`src/rtl/rv32i_types.sv`:
```
// Shared types and constants for the cacheline adaptor: line/beat geometry,
// the adaptor state encoding and the line-alignment helper.
package rv32i_types;

    localparam int LINE_W  = 256;
    localparam int BURST_W = 64;
    localparam int BEATS   = LINE_W / BURST_W;
    localparam int ADDR_W  = 32;

    typedef enum logic [1:0] {
        IDLE = 2'd0,
        RD   = 2'd1,
        WR   = 2'd2,
        DONE = 2'd3
    } adaptor_state_t;

    typedef logic [BURST_W-1:0] beat_t;

    // Clear the byte offset within a 32-byte line.
    function automatic logic [ADDR_W-1:0] line_align(input logic [ADDR_W-1:0] addr);
        return {addr[ADDR_W-1:5], 5'b00000};
    endfunction

endpackage

```
`src/rtl/cacheline_adaptor_checker.sv`:
```
// Protocol checks for the cacheline adaptor, kept out of the datapath.
module cacheline_adaptor_checker (
    input logic clk,
    input logic rst_n,
    input logic in_idle,
    input logic read_i,
    input logic write_i,
    input logic read_o,
    input logic write_o,
    input logic resp_o
);

    // A cache must never ask for a read and a write at the same time;
    // the adaptor resolves it in favour of the write, so this is only flagged.
    ap_single_request: assert property (@(posedge clk) disable iff (!rst_n)
        !(in_idle && read_i && write_i))
        else $warning("cacheline_adaptor: simultaneous read_i and write_i, write takes priority");

    // The completion pulse is exactly one cycle wide.
    ap_resp_pulse: assert property (@(posedge clk) disable iff (!rst_n)
        resp_o |=> !resp_o);

    // Burst read and burst write requests are mutually exclusive.
    ap_burst_excl: assert property (@(posedge clk) disable iff (!rst_n)
        !(read_o && write_o));

endmodule

```
`src/rtl/cacheline_adaptor_line_beat_buffer.sv`:
```
// Four-beat line store: whole-line load for writes, per-beat capture for
// reads, and an indexed read port used to serialise write beats.
module line_beat_buffer
    import rv32i_types::*;
(
    input  logic                      clk,
    input  logic                      rst_n,
    input  logic                      ld_en,
    input  logic [LINE_W-1:0]         ld_line,
    input  logic                      wr_en,
    input  logic [1:0]                wr_idx,
    input  beat_t                     wr_data,
    input  logic [1:0]                rd_idx,
    output beat_t                     rd_data,
    output logic [LINE_W-BURST_W-1:0] head_o
);

    beat_t mem_r [BEATS];

    // Beat storage: a full-line load takes priority over a single-beat capture.
    always_ff @(posedge clk or negedge rst_n) begin
        if (!rst_n) begin
            for (int k = 0; k < BEATS; k++) begin
                mem_r[k] <= '0;
            end
        end else if (ld_en) begin
            for (int k = 0; k < BEATS; k++) begin
                mem_r[k] <= ld_line[k*BURST_W +: BURST_W];
            end
        end else if (wr_en) begin
            mem_r[wr_idx] <= wr_data;
        end
    end

    // Indexed beat read and the already-captured lower beats of the line.
    always_comb begin
        rd_data = mem_r[rd_idx];
        head_o  = '0;
        for (int k = 0; k < BEATS - 1; k++) begin
            head_o[k*BURST_W +: BURST_W] = mem_r[k];
        end
    end

endmodule

```
`src/rtl/cacheline_adaptor.sv`:
```
// Cacheline adaptor: turns one 256-bit line read/write from the cache into a
// four-beat 64-bit burst on the memory port, with a single-cycle completion
// pulse back to the cache. One transaction in flight at a time.
module cacheline_adaptor
    import rv32i_types::*;
(
    input  logic                clk,
    input  logic                rst_n,
    input  logic [LINE_W-1:0]   line_i,
    output logic [LINE_W-1:0]   line_o,
    input  logic [ADDR_W-1:0]   address_i,
    input  logic                read_i,
    input  logic                write_i,
    output logic                resp_o,
    input  logic [BURST_W-1:0]  burst_i,
    output logic [BURST_W-1:0]  burst_o,
    output logic [ADDR_W-1:0]   address_o,
    output logic                read_o,
    output logic                write_o,
    input  logic                resp_i
);

    adaptor_state_t             state_r;
    adaptor_state_t             state_next_s;
    logic [1:0]                 cnt_r;
    logic [1:0]                 cnt_next_s;
    logic                       last_beat_s;
    logic                       accept_s;
    logic                       ld_en_s;
    logic                       cap_en_s;
    logic                       rd_last_s;
    logic                       wr_adv_s;
    beat_t                      buf_rd_data_s;
    logic [LINE_W-BURST_W-1:0]  buf_head_s;

    // Datapath strobes derived from the current state and memory handshake.
    always_comb begin
        last_beat_s = (cnt_r == 2'd3);
        accept_s    = (state_r == IDLE) && (read_i || write_i);
        ld_en_s     = (state_r == IDLE) && write_i;
        cap_en_s    = (state_r == RD) && resp_i;
        rd_last_s   = cap_en_s && last_beat_s;
        wr_adv_s    = (state_r == WR) && resp_i && !last_beat_s;
    end

    // Next-state and beat-counter logic; gaps in resp_i simply hold.
    always_comb begin
        state_next_s = state_r;
        cnt_next_s   = cnt_r;
        case (state_r)
            IDLE: begin
                cnt_next_s = 2'd0;
                if (write_i) begin
                    state_next_s = WR;
                end else if (read_i) begin
                    state_next_s = RD;
                end else begin
                    state_next_s = IDLE;
                end
            end
            RD, WR: begin
                if (resp_i) begin
                    cnt_next_s = cnt_r + 2'd1;
                    if (last_beat_s) begin
                        state_next_s = DONE;
                    end else begin
                        state_next_s = state_r;
                    end
                end else begin
                    state_next_s = state_r;
                    cnt_next_s   = cnt_r;
                end
            end
            DONE: begin
                state_next_s = IDLE;
                cnt_next_s   = 2'd0;
            end
            default: begin
                state_next_s = IDLE;
                cnt_next_s   = 2'd0;
            end
        endcase
    end

    // State and beat counter registers.
    always_ff @(posedge clk or negedge rst_n) begin
        if (!rst_n) begin
            state_r <= IDLE;
            cnt_r   <= 2'd0;
        end else begin
            state_r <= state_next_s;
            cnt_r   <= cnt_next_s;
        end
    end

    // Registered outputs: request/response strobes follow the next state so
    // they line up with the state they describe; data and address are latched.
    always_ff @(posedge clk or negedge rst_n) begin
        if (!rst_n) begin
            read_o    <= 1'b0;
            write_o   <= 1'b0;
            resp_o    <= 1'b0;
            address_o <= '0;
            burst_o   <= '0;
            line_o    <= '0;
        end else begin
            read_o  <= (state_next_s == RD);
            write_o <= (state_next_s == WR);
            resp_o  <= (state_next_s == DONE);
            if (accept_s) begin
                address_o <= line_align(address_i);
            end
            if (ld_en_s) begin
                burst_o <= line_i[BURST_W-1:0];
            end else if (wr_adv_s) begin
                burst_o <= buf_rd_data_s;
            end
            // The final beat comes straight from the bus so line_o is
            // complete in the same cycle resp_o is raised.
            if (rd_last_s) begin
                line_o <= {burst_i, buf_head_s};
            end
        end
    end

    line_beat_buffer u_buf (
        .clk     (clk),
        .rst_n   (rst_n),
        .ld_en   (ld_en_s),
        .ld_line (line_i),
        .wr_en   (cap_en_s),
        .wr_idx  (cnt_r),
        .wr_data (burst_i),
        .rd_idx  (cnt_r + 2'd1),
        .rd_data (buf_rd_data_s),
        .head_o  (buf_head_s)
    );

    cacheline_adaptor_checker u_chk (
        .clk     (clk),
        .rst_n   (rst_n),
        .in_idle (state_r == IDLE),
        .read_i  (read_i),
        .write_i (write_i),
        .read_o  (read_o),
        .write_o (write_o),
        .resp_o  (resp_o)
    );

endmodule

```
`config.mk`:
```
export PLATFORM = sky130hd
export DESIGN_NAME = cacheline_adaptor
export DESIGN_NICKNAME = d
export VERILOG_FILES = /design/src/rtl/rv32i_types.sv /design/src/rtl/cacheline_adaptor_checker.sv /design/src/rtl/cacheline_adaptor_line_beat_buffer.sv /design/src/rtl/cacheline_adaptor.sv
export SDC_FILE = /design/constraint.sdc
export NUM_CORES = 1
export LEC_CHECK = 0
export CAP_MARGIN = 40
export CORE_AREA = 2 2 279 281
export DETAILED_ROUTE_END_ITERATION = 8
export DIE_AREA = 0 0 281 283
export GPL_TIMING_DRIVEN = 0
export PLACE_DENSITY_LB_ADDON = 0.08
export RECOVER_POWER = 50
export SKIP_LAST_GASP = 1
export SLEW_MARGIN = 10
export SYNTH_ARGS = -nofsm -noshare
export SYNTH_HDL_FRONTEND = slang
export SYNTH_SLANG_ARGS = --single-unit
export TNS_END_PERCENT = 1
```
`constraint.sdc`:
```
create_clock -name clk -period 6.5 [get_ports clk]
set_input_delay 1.3 -clock clk [delete_from_list [all_inputs] [get_ports clk]]
set_output_delay 1.3 -clock clk [all_outputs]
set_load 0.01 [all_outputs]
```
# ---- Word level (Yosys, flattened, before mapping)
# Index checks and enable logic that the tools add are counted.
dict set report classes {
  addsub 1
  order_cmp 3
  eq_ne 8
  n_mux 17
  bitwise_logic 2
  reduce_logical 14
}
# cell n
set ops {}
lappend ops {{2-to-1 mux 256 bit} 2}
lappend ops {{2-to-1 mux 64 bit} 5}
lappend ops {{bitwise mux 256 bit} 1}
lappend ops {{binary-select mux 64 bit (select 2 bit)} 1}
lappend ops {{demux 64 bit (select 2 bit)} 1}
lappend ops {{== test 2 bit (second input constant)} 5}
lappend ops {{2-to-1 mux 2 bit} 4}
lappend ops {{logical AND 1 bit} 7}
lappend ops {{greater-or-equal comparator 3 bit (second input constant)} 2}
lappend ops {{inverter 2 -> 3 bit} 2}
lappend ops {{case mux 2 bit (3 select lines)} 1}
lappend ops {{== test 2 x 1 -> 1 bit (second input constant)} 2}
lappend ops {{case mux 2 bit (2 select lines)} 1}
lappend ops {{nonzero test 2 bit} 2}
lappend ops {{OR reduction 2 bit} 2}
lappend ops {{< comparator 3 x 1 -> 1 bit (second input constant)} 1}
lappend ops {{adder 2 x 1 -> 2 bit (second input constant)} 1}
lappend ops {{zero test 2 bit} 1}
lappend ops {{!= test 2 bit (second input constant)} 1}
lappend ops {{zero test 1 bit} 1}
lappend ops {{logical OR 1 bit} 1}
lappend ops {{2-to-1 mux 1 bit} 1}
dict set report totals {
  reg_bits 610
  inputBits 357
  wordCells 57
}

# ---- Logic depth before layout (Yosys ltp)
dict set report logic_depth {
  depth_word 8
  mapped_depth 10
  ltp_nobuf 5
}

# ---- Modules after synthesis
# From an unflattened synthesis, not the netlist that was laid out.
dict set report unflattened {
  cells_unflattened 2514
  hier_area_um2 29707.2
}
# mod instances cells_per_inst area_each_um2 seq_area_each_um2
set by_module_without_submodules {}
lappend by_module_without_submodules {line_beat_buffer 1 1670 15182.1 6406.1}
lappend by_module_without_submodules {cacheline_adaptor 1 844 14525.2 8858.5}

# ---- Worst setup path after synthesis
# Ideal clock, no wire load.
dict set report synth_timing {
  path_kind {input -> register}
  startpoint {input write_i}
  endpoint {register burst_o[10]}
  setup_ns 0.130
  t_arrival_ns 2.328
  required_time_ns 6.370
  slack_ns 4.041
  stages 7
  path_buffers 4
  cell_sequence {buf_6 -> and2_4 -> buf_6 -> buf_6 -> buf_6 -> a222oi_1 -> a21oi_1}
}
dict set report synth_via {
  elab_chain_cells 2
  word_cells_on_any_way 3
  cone_classes {mux (1); reduce/logical (2)}
}
# item line_no
set synth_rtl {}
lappend synth_rtl {{start: declaration} cacheline_adaptor.sv:13} ;# input logic write_i,
lappend synth_rtl {{logical AND 1 bit *} cacheline_adaptor.sv:40} ;# ld_en_s = (state_r == IDLE) && write_i;
lappend synth_rtl {{2-to-1 mux 64 bit / nonzero test 2 bit (equally long branches)} n/a}
lappend synth_rtl {{end signal: assignment} cacheline_adaptor.sv:114} ;# burst_o <= line_i[BURST_W-1:0];
lappend synth_rtl {{end signal: assignment} cacheline_adaptor.sv:116} ;# burst_o <= buf_rd_data_s;
lappend synth_rtl {{end: declaration} cacheline_adaptor.sv:16} ;# output logic [BURST_W-1:0] burst_o,
# Every way passes the cells marked *; elsewhere a longest branch is shown, timed or not.
# A chain may end at the register's enable or synchronous reset.

# ---- Worst setup path after layout
dict set report layout_timing {
  startpoint {register cnt_r[0]}
  endpoint {register u_buf.mem_r (netlist bit u_buf.head_o[33])}
}
dict set report layout_via {
  elab_chain_cells 8
  word_cells_on_any_way 9
  cone_classes {order compare (2); mux (5); bitwise (1); reduce/logical (1)}
}
# item line_no
set layout_rtl {}
lappend layout_rtl {{start: declaration} cacheline_adaptor.sv:25} ;# logic [1:0] cnt_r;
lappend layout_rtl {{start signal: assignment} cacheline_adaptor.sv:92} ;# cnt_r <= cnt_next_s;
lappend layout_rtl {{inverter 2 -> 3 bit (not written as such) *} cacheline_adaptor_line_beat_buffer.sv:31} ;# mem_r[wr_idx] <= wr_data;
lappend layout_rtl {{greater-or-equal comparator 3 bit (not written as such) / < comparator 3 x 1 -> 1 bit (equally long branches)} cacheline_adaptor_line_beat_buffer.sv:31}
lappend layout_rtl {{logical AND 1 bit (not written as such)} cacheline_adaptor_line_beat_buffer.sv:31}
lappend layout_rtl {{2-to-1 mux 64 bit (not written as such)} cacheline_adaptor_line_beat_buffer.sv:31}
lappend layout_rtl {{demux 64 bit (select 2 bit) *} cacheline_adaptor_line_beat_buffer.sv:31}
lappend layout_rtl {{bitwise mux 256 bit *} cacheline_adaptor_line_beat_buffer.sv:31}
lappend layout_rtl {{2-to-1 mux 256 bit *} cacheline_adaptor_line_beat_buffer.sv:30} ;# end else if (wr_en) begin
lappend layout_rtl {{2-to-1 mux 256 bit *} cacheline_adaptor_line_beat_buffer.sv:26} ;# end else if (ld_en) begin
lappend layout_rtl {{end signal: indexed assignment} cacheline_adaptor_line_beat_buffer.sv:28} ;# mem_r[k] <= ld_line[k*BURST_W +: BURST_W];
lappend layout_rtl {{end signal: indexed assignment} cacheline_adaptor_line_beat_buffer.sv:31}
lappend layout_rtl {{end: declaration} cacheline_adaptor_line_beat_buffer.sv:18} ;# beat_t mem_r [BEATS];
# Every way passes the cells marked *; elsewhere a longest branch is shown, timed or not. The select of a mux whose other input is x is not followed.

==> impl_metrics.tcl <==
set metrics [dict create \
    path_max_fanout 11 \
    min_from "line_o[9]$_DFFE_PN0P_" \
    powerDensity_mw_per_mm2 438 \
    hpwlAfterDp_mm 92.2 \
    finalHoldViolCount 0 \
    drc_errors 0 \
    rsz0062_at_grt "false" \
    layout_setup_ws_ns 2.14 \
    slew_violations 68 \
    finalNonFillerCells 4801 \
    power_switching_uw 6340 \
    finalCritPeriodShare_pct 67.1 \
    hold_depth 2 \
    final_nets 4058 \
    clock_skew_ns 0.0180 \
    placed_cells 4660 \
    die-area_mm2 0.0795 \
    yosysUniqueCellTypes 34 \
    syn-cell-area_mm2 0.0269 \
    drt_iter0_drc 2589 \
    max_cap_violations 3 \
    post_cts_resized 0 \
    syn_inst 2903 \
    grt_pass1_wl_mm 178 \
    finalCoreUtilization_pct 49.2 \
    reg2reg_depth 8 \
    status "finished with violations" \
    dr_total_vias 25400 \
    clkLatencyLatePin_ns 0.61 \
    cts.sinks 610 \
    rows 102 \
    worstPathRequired_ns 6.95 \
    p_leak_uw 0.0168 \
    wl_mm 123 \
    hp-class "flip-flop to flip-flop" \
    combPwrFrac_pct 39.5 \
    post-place-ws_ns 2.79 \
    p_clk_share_pct 23.7 \
    grt_pass1_vias 25700 \
    r2r_start "cnt_r[0]$_DFFE_PN0P_" \
    fin_tns_setup_ns 0 \
    dr.pass1.iters 7 \
    clk_path_buf_depth 3 \
    post-route-min-period_ns 4.36 \
    cts_root_buffer "clkbuf_16" \
    yosysWarnings 0 \
    post_cts.repair.setup_buffers 0 \
    setup-violations-final 0 \
    worst-r2r-setup-slack_ns 2.14 \
    hold_buffers 0 \
    synth_seq_area_share_pct 56.7 \
    power_frac_seq_pct 36.8 \
    die_w_um 281 \
    fillers 7474 \
    place.gp.congestion 0.881 \
    fmax_mhz 229 \
    synth.avg_cell_area_um2 9.28 \
    track_usage_pct 30.6 \
    p_int_uw 10200 \
    critPathLaunchType "flip-flop" \
    final_antenna_net_count 0 \
    core_region_area_mm2 0.0767 \
    path_class "flip-flop to flip-flop" \
    endpoint_kind "flip-flop" \
    slew_headroom_pct -114 \
    cts_tree "built" \
    antenna_found_initial 27 \
    grt_remaining_overflow 0 \
    synth-seq-cells 610 \
    power_uw 16500 \
    clk_pin_slew_ns 0.06 \
    numCtsBuffers 71 \
    htreeDepth 3 \
    initial_core_util_pct 35.1 \
    ios 712 \
    whs_endpoint "line_o[9]$_DFFE_PN0P_" \
    portBuffers 700 \
    area_growth_syn_to_layout_pct 40.0 \
    reg2reg_to "u_buf.head_o[33]$_DFFE_PN0P_" \
    via_per_inst 5.29 \
    grt_max_degree 106 \
    critical_path_arrival_ns 4.81 \
    die_h_um 283 \
    ir_worst_vdd_uv 263 \
    failed_checks "max-capacitance violations, max-slew violations" \
    tightest_slew_ns 3.21 \
    switching_share_pct 38.4 \
    post_drt_wl_per_cell_um 25.7 \
    drive_above_1_share_pct 9.12 \
]
## cell type report
class / count / area [µm²] / area share, %
flip-flops and latches: 610 / 15300 / 40.5
diodes: 21 / 52.6 / 0.139
clock buffers: 105 / 2070 / 5.48
repair buffers: 713 / 7260 / 19.2
clock inverters: 15 / 118 / 0.312
plain buffers: 242 / 1090 / 2.90
well taps: 1040 / 1300 / 3.45
inverters: 5 / 18.8 / 0.0498
multi-input cells: 2050 / 10500 / 27.9
## worst max-delay path, stage by stage, from the launching register on
cell	delay (ns)
dfrtp_1	0.49
clkbuf_1	0.80
clkbuf_1	0.73
inv_1	0.19
ha_1	0.26
a32oi_1	0.38
buf_2	0.52
clkbuf_1	0.59
o21ai_0	0.23
## power by group through the flow
stage          Combinational [µW]  Clock, µW  Sequential [µW]
6_report                     6520       3910             6070
5_1_grt                      7060       4110             6200
4_1_cts                      6510       3970             6050
3_5_place_dp                 6480          0             6100
3_3_place_gp                 6420          0             6110
2_1_floorplan                3410          0             5980
## logic make-up (layout without fill, tap and decap cells)
logic type | after synthesis | count (layout) | share of synthesized area [%]
adder cells (fa/ha/maj) | 8 | 8 | 0.372
AND/OR/NAND/NOR | 1421 | 1421 | 20.8
multiplexers | 156 | 156 | 6.52
buffers and inverters | 247 | 1080 | 4.28
other | 1 | 26 | 0.0139
AO/OA/AOI/OAI | 459 | 459 | 11.3
XOR/XNOR | 1 | 1 | 0.0325
flip-flops | 610 | 610 | 56.7
## worst max-delay path by stage
stage / slack, ns / depth (start not counted) / from / to
global placement: -24.98 / 1 / rst_n / line_o[5]$_DFFE_PN0P_
detailed placement: 2.79 / 7 / write_i / u_buf.head_o[190]$_DFFE_PN0P_
finish: 2.14 / 8 / cnt_r[0]$_DFFE_PN0P_ / u_buf.head_o[33]$_DFFE_PN0P_
global route: 1.66 / 4 / rst_n / line_o[76]$_DFFE_PN0P_
CTS: 2.88 / 10 / cnt_r[0]$_DFFE_PN0P_ / u_buf.head_o[43]$_DFFE_PN0P_
floorplan: 4.04 / 7 / write_i / burst_o[10]$_DFFE_PN0P_
## metrics by stage
stage	cell area, µm²	hold WS [ns]
after detailed placement	35500	0.461
final	37700	0.471
after floorplan	27000	0.455
after CTS	37700	0.476
after global routing	37700	0.488
after global placement	35300	0.457
## layout by cell type, fill, tap and decap left out, drive strengths merged
master / instances
nor4: 1
nand3b: 1
dlygate4sd3: 1
clkdlybuf4s50: 698
a32o: 2
nor2: 194
clkbuf: 260
conb: 5
dfrtp: 610
mux2i: 1
ha: 8
nand2: 1026
o21ai: 65
clkinv: 9
bufinv: 1
a21boi: 2
nor3: 64
a22oi: 64
and3: 1
clkinvlp: 1
or2: 1
and3b: 1
a21oi: 67
xnor2: 1
a31oi: 192
nand3: 129
o31ai: 2
buf: 101
mux2: 155
a222oi: 64
diode: 21
and2: 1
inv: 9
nor2b: 2
a32oi: 1
## flip-flops by register name (all words and copies together), names as in the netlist, 2 cells and up
register      flops
u_buf.head_o    192
burst_o          64
state_r           2
u_buf.mem_r      64
cnt_r             2
line_o          256
address_o        27
## Yosys cell counts
cell type  count  share of area (%)
and3b_1        1              0.033
a222oi_1      64                2.4
conb_1         1              0.014
a32o_1         2              0.074
mux2_2       155                6.5
inv_1          5              0.070
buf_2         75                1.4
a21boi_0       2              0.056
nand3_1      129                2.4
o21ai_2        1              0.033
buf_6         14               0.59
a22oi_1       64                1.8
buf_1         22               0.31
clkbuf_1     124                1.7
xnor2_1        1              0.033
nor4_1         1              0.023
nor2_1       194                2.7
mux2i_1        1              0.037
o21ai_0       64                1.2
nor2b_1        2              0.046
nor3_1        64                1.2
and2_4         1              0.033
nand3b_1       1              0.028
and3_1         1              0.023
buf_4          7               0.20
a21oi_1       66                1.2
o31ai_1        2              0.056
a32oi_1        1              0.033
dfrtp_1      610                 57
or2_1          1              0.023
nand2_1     1026                 14
ha_1           8               0.37
a21oi_2        1              0.033
a31oi_1      192                4.5
## metal layers
metal  vias to the layer above  GRT usage, %  wire (µm)
li1                      11500             -          -
met1                     12600          39.4      50500
met2                      1081          49.6      58800
met3                       208          6.86       9270
met4                        12          12.6       4830
met5                         -             0         78
Power figures use the tool's default switching activity.
